[config.mk]
export PLATFORM = sky130hd
export DESIGN_NAME = dmem_arbiter
export DESIGN_NICKNAME = d
export VERILOG_FILES = /design/src/rtl/dmem_arb_pkg.sv /design/src/rtl/dmem_arbiter_rr_select2.sv /design/src/rtl/dmem_arbiter.sv
export SDC_FILE = /design/constraint.sdc
export NUM_CORES = 1
export LEC_CHECK = 0
export ABC_AREA = 1
export BUFFER_PORTS_ARGS = -buffer_cell sky130_fd_sc_hd__buf_4
export CAP_MARGIN = 5
export CORE_AREA = 2 2 115 117
export DETAILED_ROUTE_END_ITERATION = 6
export DIE_AREA = 0 0 117 119
export PLACE_DENSITY = 0.85
export SETUP_SLACK_MARGIN = 0.05
export SLEW_MARGIN = 10
export SYNTH_ARGS = -nofsm -noshare
export SYNTH_HDL_FRONTEND = slang
export SYNTH_HIERARCHICAL = 1
export SYNTH_SLANG_ARGS = --single-unit
[constraint.sdc]
create_clock -name clk -period 2 [get_ports clk]
set_input_delay 0.4 -clock clk [delete_from_list [all_inputs] [get_ports clk]]
set_output_delay 0.4 -clock clk [all_outputs]
set_load 0.005 [all_outputs]
[src/rtl/dmem_arb_pkg.sv]
// Shared types for the two-port data-memory arbiter.
// Holds the sequencer state encoding and the port index constants.
// Imported by dmem_arbiter and rr_select2.
package dmem_arb_pkg;

  typedef enum logic {
    IDLE   = 1'b0,
    ACCESS = 1'b1
  } state_e;

  localparam logic PORT_CPU = 1'b0;
  localparam logic PORT_AUX = 1'b1;

endpackage

[src/rtl/dmem_arbiter_rr_select2.sv]
// Two-way round-robin pick between the eligible requesters.
// Latency: purely combinational, zero cycles.
// Backpressure: none; the caller decides when a pick is consumed.
module rr_select2
  import dmem_arb_pkg::*;
(
  input  logic [1:0] eligible_i,
  input  logic       last_grant_i,
  output logic       winner_o,
  output logic       valid_o
);

  // Sole eligible port wins; on a tie the port not granted last time wins.
  always_comb begin
    valid_o  = |eligible_i;
    winner_o = PORT_CPU;
    if (&eligible_i) begin
      winner_o = ~last_grant_i;
    end else if (eligible_i[1]) begin
      winner_o = PORT_AUX;
    end
  end

endmodule

[src/rtl/dmem_arbiter.sv]
// Shares one single-port data memory between the MEM stage (port 0) and an aux master (port 1).
// Latency: request sampled in IDLE, memory accessed next cycle, ack + rdata two cycles after req.
// Backpressure: req is held until ack; a port's req is ignored during its own ack cycle.
module dmem_arbiter
  import dmem_arb_pkg::*;
#(
  parameter int ADDR_BITS = 8
) (
  input  logic        clk,
  input  logic        reset,
  input  logic        p0_req,
  input  logic        p0_we,
  input  logic [31:0] p0_addr,
  input  logic [31:0] p0_wdata,
  output logic        p0_ack,
  output logic        p0_err,
  output logic [31:0] p0_rdata,
  input  logic        p1_req,
  input  logic        p1_we,
  input  logic [31:0] p1_addr,
  input  logic [31:0] p1_wdata,
  output logic        p1_ack,
  output logic        p1_err,
  output logic [31:0] p1_rdata,
  output logic [31:0] mem_addr,
  output logic [31:0] mem_wdata,
  output logic        mem_read,
  output logic        mem_write,
  input  logic [31:0] mem_rdata
);

  state_e      state_q;
  logic        last_grant_q;
  logic        idx_q;
  logic        we_q;
  logic        err_q;
  logic [31:0] addr_q;
  logic [31:0] wdata_q;
  logic        p0_ack_q;
  logic        p0_err_q;
  logic [31:0] p0_rdata_q;
  logic        p1_ack_q;
  logic        p1_err_q;
  logic [31:0] p1_rdata_q;

  logic [1:0]  elig;
  logic        sel_idx;
  logic        sel_vld;
  logic        win_we;
  logic        win_err;
  logic [31:0] win_addr;
  logic [31:0] win_wdata;
  logic        in_access;

  // A port that is being acked this cycle is still holding the old req; mask it.
  assign elig = {p1_req & ~p1_ack_q, p0_req & ~p0_ack_q};

  rr_select2 u_sel (
    .eligible_i   (elig),
    .last_grant_i (last_grant_q),
    .winner_o     (sel_idx),
    .valid_o      (sel_vld)
  );

  assign win_we    = (sel_idx == PORT_AUX) ? p1_we    : p0_we;
  assign win_addr  = (sel_idx == PORT_AUX) ? p1_addr  : p0_addr;
  assign win_wdata = (sel_idx == PORT_AUX) ? p1_wdata : p0_wdata;
  // Any set bit above the decoded word index means the address misses the memory.
  assign win_err   = |win_addr[31:ADDR_BITS+2];

  assign in_access = (state_q == ACCESS);
  assign mem_addr  = addr_q;
  assign mem_wdata = wdata_q;
  assign mem_read  = in_access & ~we_q & ~err_q;
  // Gating with reset keeps a reset edge that lands mid-access from committing the write.
  assign mem_write = in_access & we_q & ~err_q & reset;

  assign p0_ack   = p0_ack_q;
  assign p0_err   = p0_err_q;
  assign p0_rdata = p0_rdata_q;
  assign p1_ack   = p1_ack_q;
  assign p1_err   = p1_err_q;
  assign p1_rdata = p1_rdata_q;

  // Sequencer: latch the winner in IDLE, complete it with a one-cycle ack after ACCESS.
  always_ff @(posedge clk) begin
    if (!reset) begin
      state_q      <= IDLE;
      last_grant_q <= PORT_AUX;
      idx_q        <= PORT_CPU;
      we_q         <= 1'b0;
      err_q        <= 1'b0;
      addr_q       <= '0;
      wdata_q      <= '0;
      p0_ack_q     <= 1'b0;
      p0_err_q     <= 1'b0;
      p0_rdata_q   <= '0;
      p1_ack_q     <= 1'b0;
      p1_err_q     <= 1'b0;
      p1_rdata_q   <= '0;
    end else begin
      p0_ack_q <= 1'b0;
      p0_err_q <= 1'b0;
      p1_ack_q <= 1'b0;
      p1_err_q <= 1'b0;
      case (state_q)
        IDLE: begin
          if (sel_vld) begin
            idx_q        <= sel_idx;
            we_q         <= win_we;
            err_q        <= win_err;
            addr_q       <= win_addr;
            wdata_q      <= win_wdata;
            last_grant_q <= sel_idx;
            state_q      <= ACCESS;
          end
        end
        ACCESS: begin
          if (idx_q == PORT_CPU) begin
            p0_ack_q <= 1'b1;
            p0_err_q <= err_q;
            if (!we_q) p0_rdata_q <= err_q ? '0 : mem_rdata;
          end else begin
            p1_ack_q <= 1'b1;
            p1_err_q <= err_q;
            if (!we_q) p1_rdata_q <= err_q ? '0 : mem_rdata;
          end
          state_q <= IDLE;
        end
        default: state_q <= IDLE;
      endcase
    end
  end

endmodule

After elaboration in Yosys (flattened, before gate mapping). Cells that the tools add are included.

Memory bits (read-only): 0. Latch bits: 0. Input port bits: 166. Register bits: 137. RAM bits: 0. Logic and storage cells: 47. Memories kept: 0.

Bitwise operators: 15. Divide/modulo/power cells: 0. Reductions and logical operators: 9. Multiply operators: 0. Magnitude comparators: 0. Add/subtract/negate cells: 0. Shift operators: 0. Equal/unequal tests: 0. Muxes and demuxes: 10.

Operators by type and width (count): 32-bit 2-to-1 mux (3); 22-bit OR reduction (1); 3-bit AND reduction (3); 1-bit inverter (8); 1-bit bitwise AND (7); 1-bit 2-to-1 mux (6); 2-bit AND reduction (3); 3-bit OR reduction (1); 1-bit one-hot mux with 2 select lines (1); 2-bit OR reduction (1).

Longest topological paths before layout. Gate-level depths: netlist of run 1.

Depth in word-level cells: 6. Depth in mapped cells: 15. Depth with buffers taken out: 13.

Cells and area by module. The synthesis of run 1 kept the hierarchy.

Modules (own cells, without submodules): dmem_arbiter (instances 1, seq. area each 2742.6 µm², area each 5504.0 µm², cells an instance 738); rr_select2 (instances 1, seq. area each 0.0 µm², area each 15.0 µm², cells an instance 3).

Worst setup path after synthesis of run 1. No wires, ideal clock.

Path type: input port to flip-flop. Start point: input port p1_req. End point: register err_q. Path slack: 0.430 ns. Data arrival time: 1.461 ns. Stages on the path: 15. Cells stage by stage: inv_1 -> nor2_1 -> inv_1 -> a21oi_1 -> buf_6 -> inv_6 -> buf_8 -> nand2_1 -> nand2_1 -> nor2_1 -> nand2_1 -> nor2_1 -> nand3_1 -> nand2_1 -> inv_1.

Word-level cells in the longest chain between the ends: 5.

Ends and longest elaborated chain: start: declaration (line dmem_arbiter.sv:18) `input logic p1_req,`; 1-bit bitwise AND (*) (line dmem_arbiter.sv:56) `assign elig = {p1_req & ~p1_ack_q, p0_req & ~p0_ack_q};`; via elig[1] (line dmem_arbiter.sv:46) `logic [1:0] elig;`; 1-bit 2-to-1 mux / 2-bit AND reduction (equally long branches) (line dmem_arbiter_rr_select2.sv:19, dmem_arbiter_rr_select2.sv:17); 1-bit 2-to-1 mux (*) (line dmem_arbiter_rr_select2.sv:17) `if (&eligible_i) begin`; via sel_idx (line dmem_arbiter.sv:47) `logic sel_idx;`; 32-bit 2-to-1 mux (*) (line dmem_arbiter.sv:66) `assign win_addr = (sel_idx == PORT_AUX) ? p1_addr : p0_addr;`; 22-bit OR reduction (*) (line dmem_arbiter.sv:69) `assign win_err = |win_addr[31:ADDR_BITS+2];`; end signal: assignment (line dmem_arbiter.sv:111) `err_q <= win_err;`; end: declaration (line dmem_arbiter.sv:36) `logic err_q;`.

Mark *: on every way through the listed nets, which the timed path passes. The rest lies on a longest branch. A chain may end at the register's enable or synchronous reset.

Worst setup path in the final report of run 1.
Start point: register p1_ack_q, in the netlist p1_ack. End point: register err_q.

Word-level cells in the longest chain between the ends: 6.

Ends and longest elaborated chain: start: declaration (line dmem_arbiter.sv:42) `logic p1_ack_q;`; start signal: assignment (line dmem_arbiter.sv:98) `p1_ack_q <= 1'b0;`; start signal: assignment (line dmem_arbiter.sv:104) `p1_ack_q <= 1'b0;`; start signal: assignment (line dmem_arbiter.sv:124) `p1_ack_q <= 1'b1;`; 1-bit inverter (*) (line dmem_arbiter.sv:56); 1-bit bitwise AND (*) (line dmem_arbiter.sv:56); via elig[1] (line dmem_arbiter.sv:46); 1-bit 2-to-1 mux / 2-bit AND reduction (equally long branches) (line dmem_arbiter_rr_select2.sv:19, dmem_arbiter_rr_select2.sv:17); 1-bit 2-to-1 mux (*) (line dmem_arbiter_rr_select2.sv:17); via sel_idx (line dmem_arbiter.sv:47); 32-bit 2-to-1 mux (*) (line dmem_arbiter.sv:66); 22-bit OR reduction (*) (line dmem_arbiter.sv:69).

Marks and branches as above.

==> results of run 1 <==
==> cell type report <==
type | count | area [sq um]
clock inverters | 13 | 120.1
clock buffers | 19 | 452.9
inverters | 33 | 128.9
repair buffers | 320 | 2465
fillers | 1092 | 4388
flip-flops and latches | 137 | 2743
well taps | 176 | 220.2
multi-input cells | 513 | 2357
==> worst max path at each step <==
stage                        to    from
after global routing      err_q  p1_ack
after CTS                 err_q  p1_ack
after detailed placement  err_q  p1_req
final                     err_q  p1_ack
after global placement    err_q  p1_req
after floorplan           err_q  p1_req
==> where the power goes <==
part           switching, mW  total, mW  leakage [nW]  internal (mW)
Sequential             0.128       3.10          1.13           2.97
Combinational          0.721       1.45          2.80          0.734
Clock                   1.20       2.98         0.276           1.78
Total                   2.05       7.54          4.21           5.49
==> cell usage after synthesis (all sizes together) <==
| cell type | n |
|---|---|
| dfxtp | 137 |
| nand2 | 136 |
| o21ai | 129 |
| a21oi | 125 |
| nor2 | 97 |
| buf | 37 |
| inv | 33 |
| clkbuf | 21 |
| a31oi | 18 |
| nand3 | 3 |
| nor3 | 3 |
| a221oi | 1 |
| or2 | 1 |
==> registers in the layout, summed over array words and instances (netlist names) <==
name / flops
err_q: 1
idx_q: 1
in_access: 1
last_grant_q: 1
mem_addr: 32
mem_wdata: 32
p0_ack: 1
p0_err: 1
p0_rdata: 32
p1_ack: 1
p1_err: 1
p1_rdata: 32
we_q: 1
==> cells in the final DEF (no fill, tap or decap) <==
| cell type | Yosys | routed |
|---|---|---|
| a21oi_1 | 125 | 124 |
| a21oi_4 | 0 | 1 |
| a221oi_1 | 1 | 1 |
| a31oi_1 | 18 | 18 |
| buf_12 | 0 | 5 |
| buf_4 | 5 | 315 |
| bufinv_16 | 0 | 1 |
| clkbuf_16 | 0 | 17 |
| clkbuf_8 | 0 | 2 |
| clkinv_2 | 0 | 3 |
| clkinv_4 | 0 | 3 |
| clkinvlp_4 | 0 | 3 |
| dfxtp_1 | 137 | 137 |
| inv_1 | 28 | 28 |
| inv_2 | 4 | 4 |
| inv_6 | 1 | 4 |
| nand2_1 | 125 | 125 |
| nand2_2 | 10 | 10 |
| nand2_4 | 1 | 1 |
| nand3_1 | 3 | 3 |
| nor2_1 | 95 | 95 |
| nor2_2 | 1 | 1 |
| nor2_4 | 1 | 1 |
| nor3_1 | 3 | 3 |
| o21ai_0 | 128 | 128 |
| o21ai_1 | 1 | 1 |
| or2_1 | 1 | 1 |
==> logic make-up (layout without fill, tap and decap cells) <==
family | Yosys count | after routing | share of synthesized area, %
AOI/OAI and AO/OA | 273 | 273 | 25.23
DFF | 137 | 137 | 49.69
buffers and inverters | 91 | 385 | 7.799
and+or+nand+nor | 240 | 240 | 17.27
==> stage by stage <==
stage	hold WS [ns]	cell area, sq um
after global routing	0.2373	8487
after global placement	0.4850	7906
after CTS	0.2285	8479
after floorplan	0.4422	5519
after detailed placement	0.4868	7906
final	0.2432	8487
==> critical path, cell delays in order, from the launching register on <==
cell,delay (ns)
dfxtp_1,0.31
nor2_1,0.19
inv_1,0.10
a21oi_4,0.23
buf_4,0.17
buf_12,0.19
nand2_1,0.10
nand2_1,0.08
nor2_1,0.04
nand2_1,0.06
nor2_1,0.04
nand3_1,0.07
nand2_1,0.05
inv_1,0.05
==> routing by layer <==
metal / routed length [um] / vias up / GRT usage (%)
li1: - / 3035 / -
met4: 627 / 0 / 11.25
met2: 8906 / 265 / 41.98
met3: 1513 / 48 / 7.430
met5: 0 / - / 0
met1: 7266 / 2883 / 30.35
==> flow_metrics.env, run 1 <==
export IMPL_synth_area_top_cells="dfxtp_1, o21ai_0, a21oi_1, nand2_1, nor2_1"
export IMPL_grt_pass1_vias=5764
export IMPL_stdcell_count=1211
export IMPL_reg2reg_slack_ns=0.25
export IMPL_critPathArrivalTime_ns=2.11
export IMPL_setup_viol=0
export IMPL_period_minus_slack_ns=1.752
export IMPL_synthesis_area_sq_um=5519
export IMPL_place_inst=1178
export IMPL_postRouteAntennaNets=0
export IMPL_rr_startpoint="p1_ack"
export IMPL_gp_congestion=0.8685
export IMPL_setup_ws_ns=0.2484
export IMPL_ir_drop_v=0.0004368
export IMPL_min_path_type="input port to register"
export IMPL_fin_nets=1188
export IMPL_cts_tree="built"
export IMPL_synth_seq_area_share_pct=49.69
export IMPL_rsz0062_at_grt="false"
export IMPL_die_h_um=119
export IMPL_rows=42
export IMPL_clock_skew_ns=0.008027
export IMPL_finalHoldViolCount=0
export IMPL_dp_hpwl_mm=13.06
export IMPL_final_setup_tns_ns=0
export IMPL_drt_iter0_markers=448
export IMPL_die_area_sq_um=13920
export IMPL_fmax_mhz=570.9
export IMPL_holdPathEnd="mem_wdata[18]"
export IMPL_finalCritPeriodShare_pct=87.58
export IMPL_ys_ff_latch=137
export IMPL_wl_per_cell_um=15.12
export IMPL_antenna_found_initial=0
export IMPL_critPathKind="register to register"
export IMPL_grt_pass1_wl_mm=28.01
export IMPL_synth_fp_nets=907
export IMPL_track_usage_pct=25.43
export IMPL_reg2regPathDepth=13
export IMPL_drive_gt1_share_pct=35.85
export IMPL_synth_cells=741
export IMPL_status="completed"
export IMPL_total_power_mw=7.536
export IMPL_cp_required_ns=2.36
export IMPL_pin_count=300
export IMPL_pre_cts_ws_ns=0.07311
export IMPL_cts_sinks=137
export IMPL_worst_pin_slew_ns=0.5277
export IMPL_initial_core_util_pct=42.87
export IMPL_cts_buffers=17
export IMPL_dr_pass1_iters=5
export IMPL_routed_wl_mm=18.32
export IMPL_synth_top_area_share_pct=49.69
export IMPL_grt_max_degree=93
export IMPL_synth_area_leader_cell="dfxtp_1"
export IMPL_core_area_sq_um=12870
export IMPL_final_util_pct=65.92
export IMPL_post_cts_buffers=0
export IMPL_fp_dieW_um=117
export IMPL_path_max_fanout=41
export IMPL_areaGrowthSynthToFinish_pct=53.77
export IMPL_powerDensity_nw_per_um2=888.0
export IMPL_cts_resized=0
export IMPL_clock_latency_ns=0.41
export IMPL_slew_headroom_pct=64.78
export IMPL_cts_root_buf="clkbuf_16"
export IMPL_p_leak_nw=4.207
export IMPL_hold_path_depth=3
export IMPL_slew_viol_final=0
export IMPL_min_from="p0_wdata[18]"
export IMPL_insertedDiodeCount=0
export IMPL_grt_overflow_total=0
export IMPL_drc=0
export IMPL_syn_avg_cell_area_sq_um=7.448
export IMPL_vias_per_cell=5.145
export IMPL_io_buffers=299
export IMPL_yosys_warnings=6
export IMPL_cts_hold_buffers=0
export IMPL_htreeDepth=4
export IMPL_clk_path_buf_depth=2
export IMPL_yosysUniqueCellTypes=24
export IMPL_worst_setup_path_end_kind="register"
export IMPL_clk_pin_slew_ns=0.06
export IMPL_reg2reg_to="err_q"
export IMPL_vias=6231
export IMPL_cap_viol_max_count=0
export IMPL_start_kind="register"
No activity file was read; power rests on OpenSTA's default activity.
==> inputs of run 2 (changes only) <==
--- a/config.mk
+++ b/config.mk
@@ -11,7 +11,7 @@
 export CORE_AREA = 2 2 115 117
 export DETAILED_ROUTE_END_ITERATION = 6
 export DIE_AREA = 0 0 117 119
-export PLACE_DENSITY = 0.85
+export PLACE_DENSITY = 0.78
 export SETUP_SLACK_MARGIN = 0.05
 export SLEW_MARGIN = 10
 export SYNTH_ARGS = -nofsm -noshare
==> run 2 against run 1 <==
Against the previous run: cell area fell by 0.60%; worst setup slack better by 0.0060 ns; die area did not move; sequential power is essentially flat.
==> flow_metrics.env, run 2 (same netlist as run 1, synthesis figures left out) <==
export IMPL_status="completed"
export IMPL_postRouteAntennaNets=0
export IMPL_io_buffers=299
export IMPL_wl_per_cell_um=14.94
export IMPL_setup_viol=0
export IMPL_grt_overflow_total=0
export IMPL_layout_commonest_cell="buf_4"
export IMPL_grt_pass1_vias=5735
export IMPL_slew_viol_final=0
export IMPL_cts_buffers=17
export IMPL_clk_path_buf_depth=2
export IMPL_core_area_sq_um=12870
export IMPL_ir_drop_v=0.0005208
export IMPL_finalCritPeriodShare_pct=87.28
export IMPL_p_leak_nw=4.165
export IMPL_drt_iter0_markers=538
export IMPL_worst_pin_slew_ns=0.6452
export IMPL_final_setup_tns_ns=0
export IMPL_cts_tree="built"
export IMPL_pwr_share_clk_pct=40.6
export IMPL_htreeDepth=4
export IMPL_start_kind="register"
export IMPL_drc=0
export IMPL_initial_core_util_pct=42.87
export IMPL_path_max_fanout=21
export IMPL_worst_setup_path_end_kind="register"
export IMPL_post_cts_buffers=0
export IMPL_period_minus_slack_ns=1.746
export IMPL_finalHoldViolCount=0
export IMPL_die_h_um=119
export IMPL_mostFrequentLayoutCells="buf_4, dfxtp_1, o21ai_0, nand2_1, a21oi_1"
export IMPL_critPathArrivalTime_ns=2.05
export IMPL_place_inst=1170
export IMPL_power_net_switching_mw=1.989
export IMPL_min_path_type="input port to register"
export IMPL_powerDensity_nw_per_um2=901.1
export IMPL_rows=42
export IMPL_vias_per_cell=4.983
export IMPL_dp_hpwl_mm=12.85
export IMPL_intPower_mw=5.613
export IMPL_p_sw_share_pct=26.16
export IMPL_vias=5984
export IMPL_clock_skew_ns=0.008244
export IMPL_grt_max_degree=63
export IMPL_fp_dieW_um=117
export IMPL_pin_count=300
export IMPL_min_from="p0_addr[1]"
export IMPL_gp_congestion=0.8549
export IMPL_cp_required_ns=2.30
export IMPL_crit_start="p1_ack"
export IMPL_num_fill_cells=1129
export IMPL_combPwrFrac_pct=18.6
export IMPL_fin_nets=1179
export IMPL_dr_pass1_iters=5
export IMPL_pwr_share_seq_pct=40.8
export IMPL_areaGrowthSynthToFinish_pct=52.85
export IMPL_die_area_sq_um=13920
export IMPL_routed_wl_mm=17.95
export IMPL_stdcell_count=1201
export IMPL_cap_viol_max_count=0
export IMPL_cts_root_buf="clkbuf_16"
export IMPL_cts_sinks=137
export IMPL_clk_pin_slew_ns=0.06
export IMPL_grt_pass1_wl_mm=27.76
export IMPL_cts_hold_buffers=0
export IMPL_drive_gt1_share_pct=35.12
export IMPL_slew_headroom_pct=56.94
export IMPL_antenna_found_initial=0
export IMPL_rsz0062_at_grt="false"
export IMPL_critPathKind="register to register"
export IMPL_cts_resized=0
export IMPL_insertedDiodeCount=0
export IMPL_rr_startpoint="p1_ack"
export IMPL_track_usage_pct=25.39
export IMPL_fmax_mhz=572.9
export IMPL_clock_latency_ns=0.41
export IMPL_total_power_mw=7.602
-- run 2: cell count changes in the layout (fill, tap and decap cells not counted) --
cell       change
buf_4          -9
inv_6          -2
clkinv_4       -1
clkinv_2       -1
clkbuf_1       +1
bufinv_16      +1
clkbuf_8       +1
-- run 2: metal layers --
| metal | global-route usage [%] | vias to the layer above | part of all wire (%) |
|---|---|---|---|
| met5 | 0 | - | 0 |
| met4 | 13.16 | 0 | 4.0 |
| met3 | 6.463 | 48 | 7.1 |
| met2 | 41.94 | 250 | 48 |
| met1 | 30.02 | 2678 | 41 |
| li1 | - | 3008 | - |
-- run 2: worst max-delay path: stages (launching register included) --
cell,delay [ns]
dfxtp_1,0.31
nor2_1,0.17
inv_1,0.09
a21oi_4,0.22
buf_4,0.30
nand2_1,0.08
nand2_1,0.09
nand3_1,0.08
nor2_1,0.11
nand3_1,0.09
nand2_1,0.06
inv_1,0.04
-- run 2: power by group through the flow --
stage | logic (mW) | clock network, mW | registers, mW
2_1_floorplan | 0.632 | 0 | 3.15
3_3_place_gp | 1.40 | 0 | 3.15
3_5_place_dp | 1.42 | 0 | 3.15
4_1_cts | 1.42 | 3.13 | 3.10
5_1_grt | 1.57 | 3.26 | 3.13
6_report | 1.42 | 3.08 | 3.10
-- run 2: per-stage QoR --
step                      setup slack, ns  hold WS [ns]  util (%)  cell area [sq um]
after global placement            0.09583        0.4879     60.94               7846
after CTS                          0.2548        0.2286     65.52               8436
after global routing              0.07791        0.2376     65.52               8436
after detailed placement          0.08487        0.4911     60.94               7846
final                              0.2544        0.2445     65.52               8436
after floorplan                    0.4304        0.4422         -               5519
-- run 2: path summary, 6_finish.rpt --
kind,slack [ns],endpoint,depth (start not counted)
max,0.25,err_q,11
min,0.24,mem_addr[1],3
max reg2reg,0.25,err_q,11
min reg2reg,0.50,we_q,2
-- run 2: layout make-up --
| type | count | area [sq um] | area share (%) |
|---|---|---|---|
| Clock inverter | 10 | 118.9 | 1.409 |
| Tap cell | 176 | 220.2 | 2.610 |
| Clock buffer | 21 | 470.5 | 5.577 |
| Multi-Input combinational cell | 513 | 2357 | 27.94 |
| Timing Repair Buffer | 311 | 2397 | 28.42 |
| Sequential cell | 137 | 2743 | 32.51 |
| Inverter | 33 | 128.9 | 1.528 |
==> inputs of run 3 (changes only) <==
--- a/config.mk
+++ b/config.mk
@@ -8,10 +8,10 @@
 export ABC_AREA = 1
 export BUFFER_PORTS_ARGS = -buffer_cell sky130_fd_sc_hd__buf_4
 export CAP_MARGIN = 5
-export CORE_AREA = 2 2 115 117
+export CORE_MARGIN = 4
+export CORE_UTILIZATION = 44
 export DETAILED_ROUTE_END_ITERATION = 6
-export DIE_AREA = 0 0 117 119
-export PLACE_DENSITY = 0.78
+export PLACE_DENSITY_LB_ADDON = 0.12
 export SETUP_SLACK_MARGIN = 0.05
 export SLEW_MARGIN = 10
 export SYNTH_ARGS = -nofsm -noshare
==> run 3 against run 2 <==
Against the previous run: core utilization rose by 5.1 points; clock-buffer cell count did not move; worst hold slack got worse by 0.0017 ns; sequential power barely moved; routed wire length rose by 4.4%; final cell count barely moved; worst setup slack improved by 0.070 ns; via count fell by 0.38%; largest power group is now the clock network.
==> flow_metrics.env, run 3 (same netlist as run 1, synthesis figures left out) <==
export IMPL_cts_tree="built"
export IMPL_fmax_mhz=596.8
export IMPL_cts_resized=0
export IMPL_cap_viol_max_count=0
export IMPL_track_usage_pct=24.98
export IMPL_multi_input_area_sq_um=2357
export IMPL_slew_headroom_pct=65.49
export IMPL_grt_overflow_total=0
export IMPL_final_util_pct=70.63
export IMPL_pin_count=300
export IMPL_worst_pin_slew_ns=0.5171
export IMPL_clk_pin_slew_ns=0.06
export IMPL_register_area_sq_um=2743
export IMPL_grt_pass1_wl_mm=28.97
export IMPL_grt_pass1_vias=5699
export IMPL_cts_buffers=17
export IMPL_htreeDepth=4
export IMPL_crit_start="p0_ack"
export IMPL_die_area_sq_um=14400
export IMPL_finalCritPeriodShare_pct=83.78
export IMPL_drt_iter0_markers=423
export IMPL_critPathArrivalTime_ns=1.98
export IMPL_rr_startpoint="p0_ack"
export IMPL_layout_commonest_cell="buf_4"
export IMPL_rows=40
export IMPL_powerDensity_nw_per_um2=951.4
export IMPL_cts_hold_buffers=0
export IMPL_num_fill_cells=990
export IMPL_ir_drop_v=0.0005447
export IMPL_insertedDiodeCount=0
export IMPL_gp_congestion=0.8152
export IMPL_core_area_sq_um=12160
export IMPL_areaGrowthSynthToFinish_pct=55.63
export IMPL_mostFrequentLayoutCells="buf_4, dfxtp_1, o21ai_0, nand2_1, a21oi_1"
export IMPL_min_from="p0_wdata[19]"
export IMPL_grt_max_degree=56
export IMPL_setup_viol=0
export IMPL_cp_required_ns=2.31
export IMPL_path_max_fanout=22
export IMPL_clk_path_buf_depth=2
export IMPL_clock_latency_ns=0.41
export IMPL_total_power_mw=8.172
export IMPL_dr_pass1_iters=5
export IMPL_fin_nets=1185
export IMPL_postRouteAntennaNets=0
export IMPL_wl_per_cell_um=15.61
export IMPL_cts_sinks=137
export IMPL_final_setup_tns_ns=0
export IMPL_critPathKind="register to register"
export IMPL_p_leak_nw=4.258
export IMPL_io_buffers=299
export IMPL_dp_hpwl_mm=13.30
export IMPL_post_cts_buffers=0
export IMPL_finalHoldViolCount=0
export IMPL_drc=0
export IMPL_routed_wl_mm=18.74
export IMPL_period_minus_slack_ns=1.676
export IMPL_min_path_type="input port to register"
export IMPL_fp_dieW_um=120.0
export IMPL_vias=5961
export IMPL_initial_core_util_pct=45.38
export IMPL_cts_root_buf="clkbuf_16"
export IMPL_start_kind="register"
export IMPL_worst_setup_path_end_kind="register"
export IMPL_status="completed"
export IMPL_rsz0062_at_grt="false"
export IMPL_die_h_um=120.0
export IMPL_reg2reg_slack_ns=0.32
export IMPL_antenna_found_initial=0
export IMPL_slew_viol_final=0
export IMPL_drive_gt1_share_pct=35.66
export IMPL_clock_skew_ns=0.004423
export IMPL_vias_per_cell=4.968
==> run 3: routing by layer <==
metal | routed length, um | track usage (%) | up-vias
li1 | - | - | 3020
met1 | 7297 | 29.44 | 2670
met2 | 9297 | 42.78 | 243
met3 | 1682 | 8.200 | 28
met4 | 459 | 8.232 | 0
met5 | 0 | 0 | -
==> run 3: path summary, 6_finish.rpt <==
path,end,depth (start not counted)
worst max-delay path,err_q,11
worst min-delay path,mem_wdata[19],3
worst max register to register,err_q,11
worst min register to register,we_q,2
==> run 3: through the flow <==
step	setup slack [ns]	area [sq um]	hold slack, ns	instances
after floorplan	0.4304	5519	0.4422	741
after global placement	0.1233	7894	0.4840	1168
after detailed placement	0.1049	7894	0.4880	1168
after CTS	0.2889	8589	0.2276	1200
after global routing	0.1229	8589	0.2376	1200
final	0.3245	8589	0.2429	1200
==> run 3: layout make-up <==
cell class                      instances  area share (%)
Inverter                               33           1.500
Multi-Input combinational cell        513           27.44
Clock buffer                           21           5.594
Timing Repair Buffer                  317           28.58
Sequential cell                       137           31.93
Clock inverter                         11           2.505
Tap cell                              168           2.447
==> run 3: power breakdown <==
part / internal (mW) / switching (mW) / total, mW
Combinational: 0.728 / 0.714 / 1.44
Clock: 2.47 / 1.16 / 3.64
Sequential: 2.97 / 0.122 / 3.09
Total: 6.17 / 2.00 / 8.17
==> run 3: worst max-delay path, cell delays in order (launching register included) <==
cell and delay, ns:
dfxtp_1 0.31, nor2_1 0.25, a21oi_4 0.14, buf_4 0.24, nand2_1 0.10, nand2_1 0.05, nor2_1 0.13, nand2_1 0.07
nor2_1 0.11, nand3_1 0.09, nand2_1 0.07, inv_1 0.03
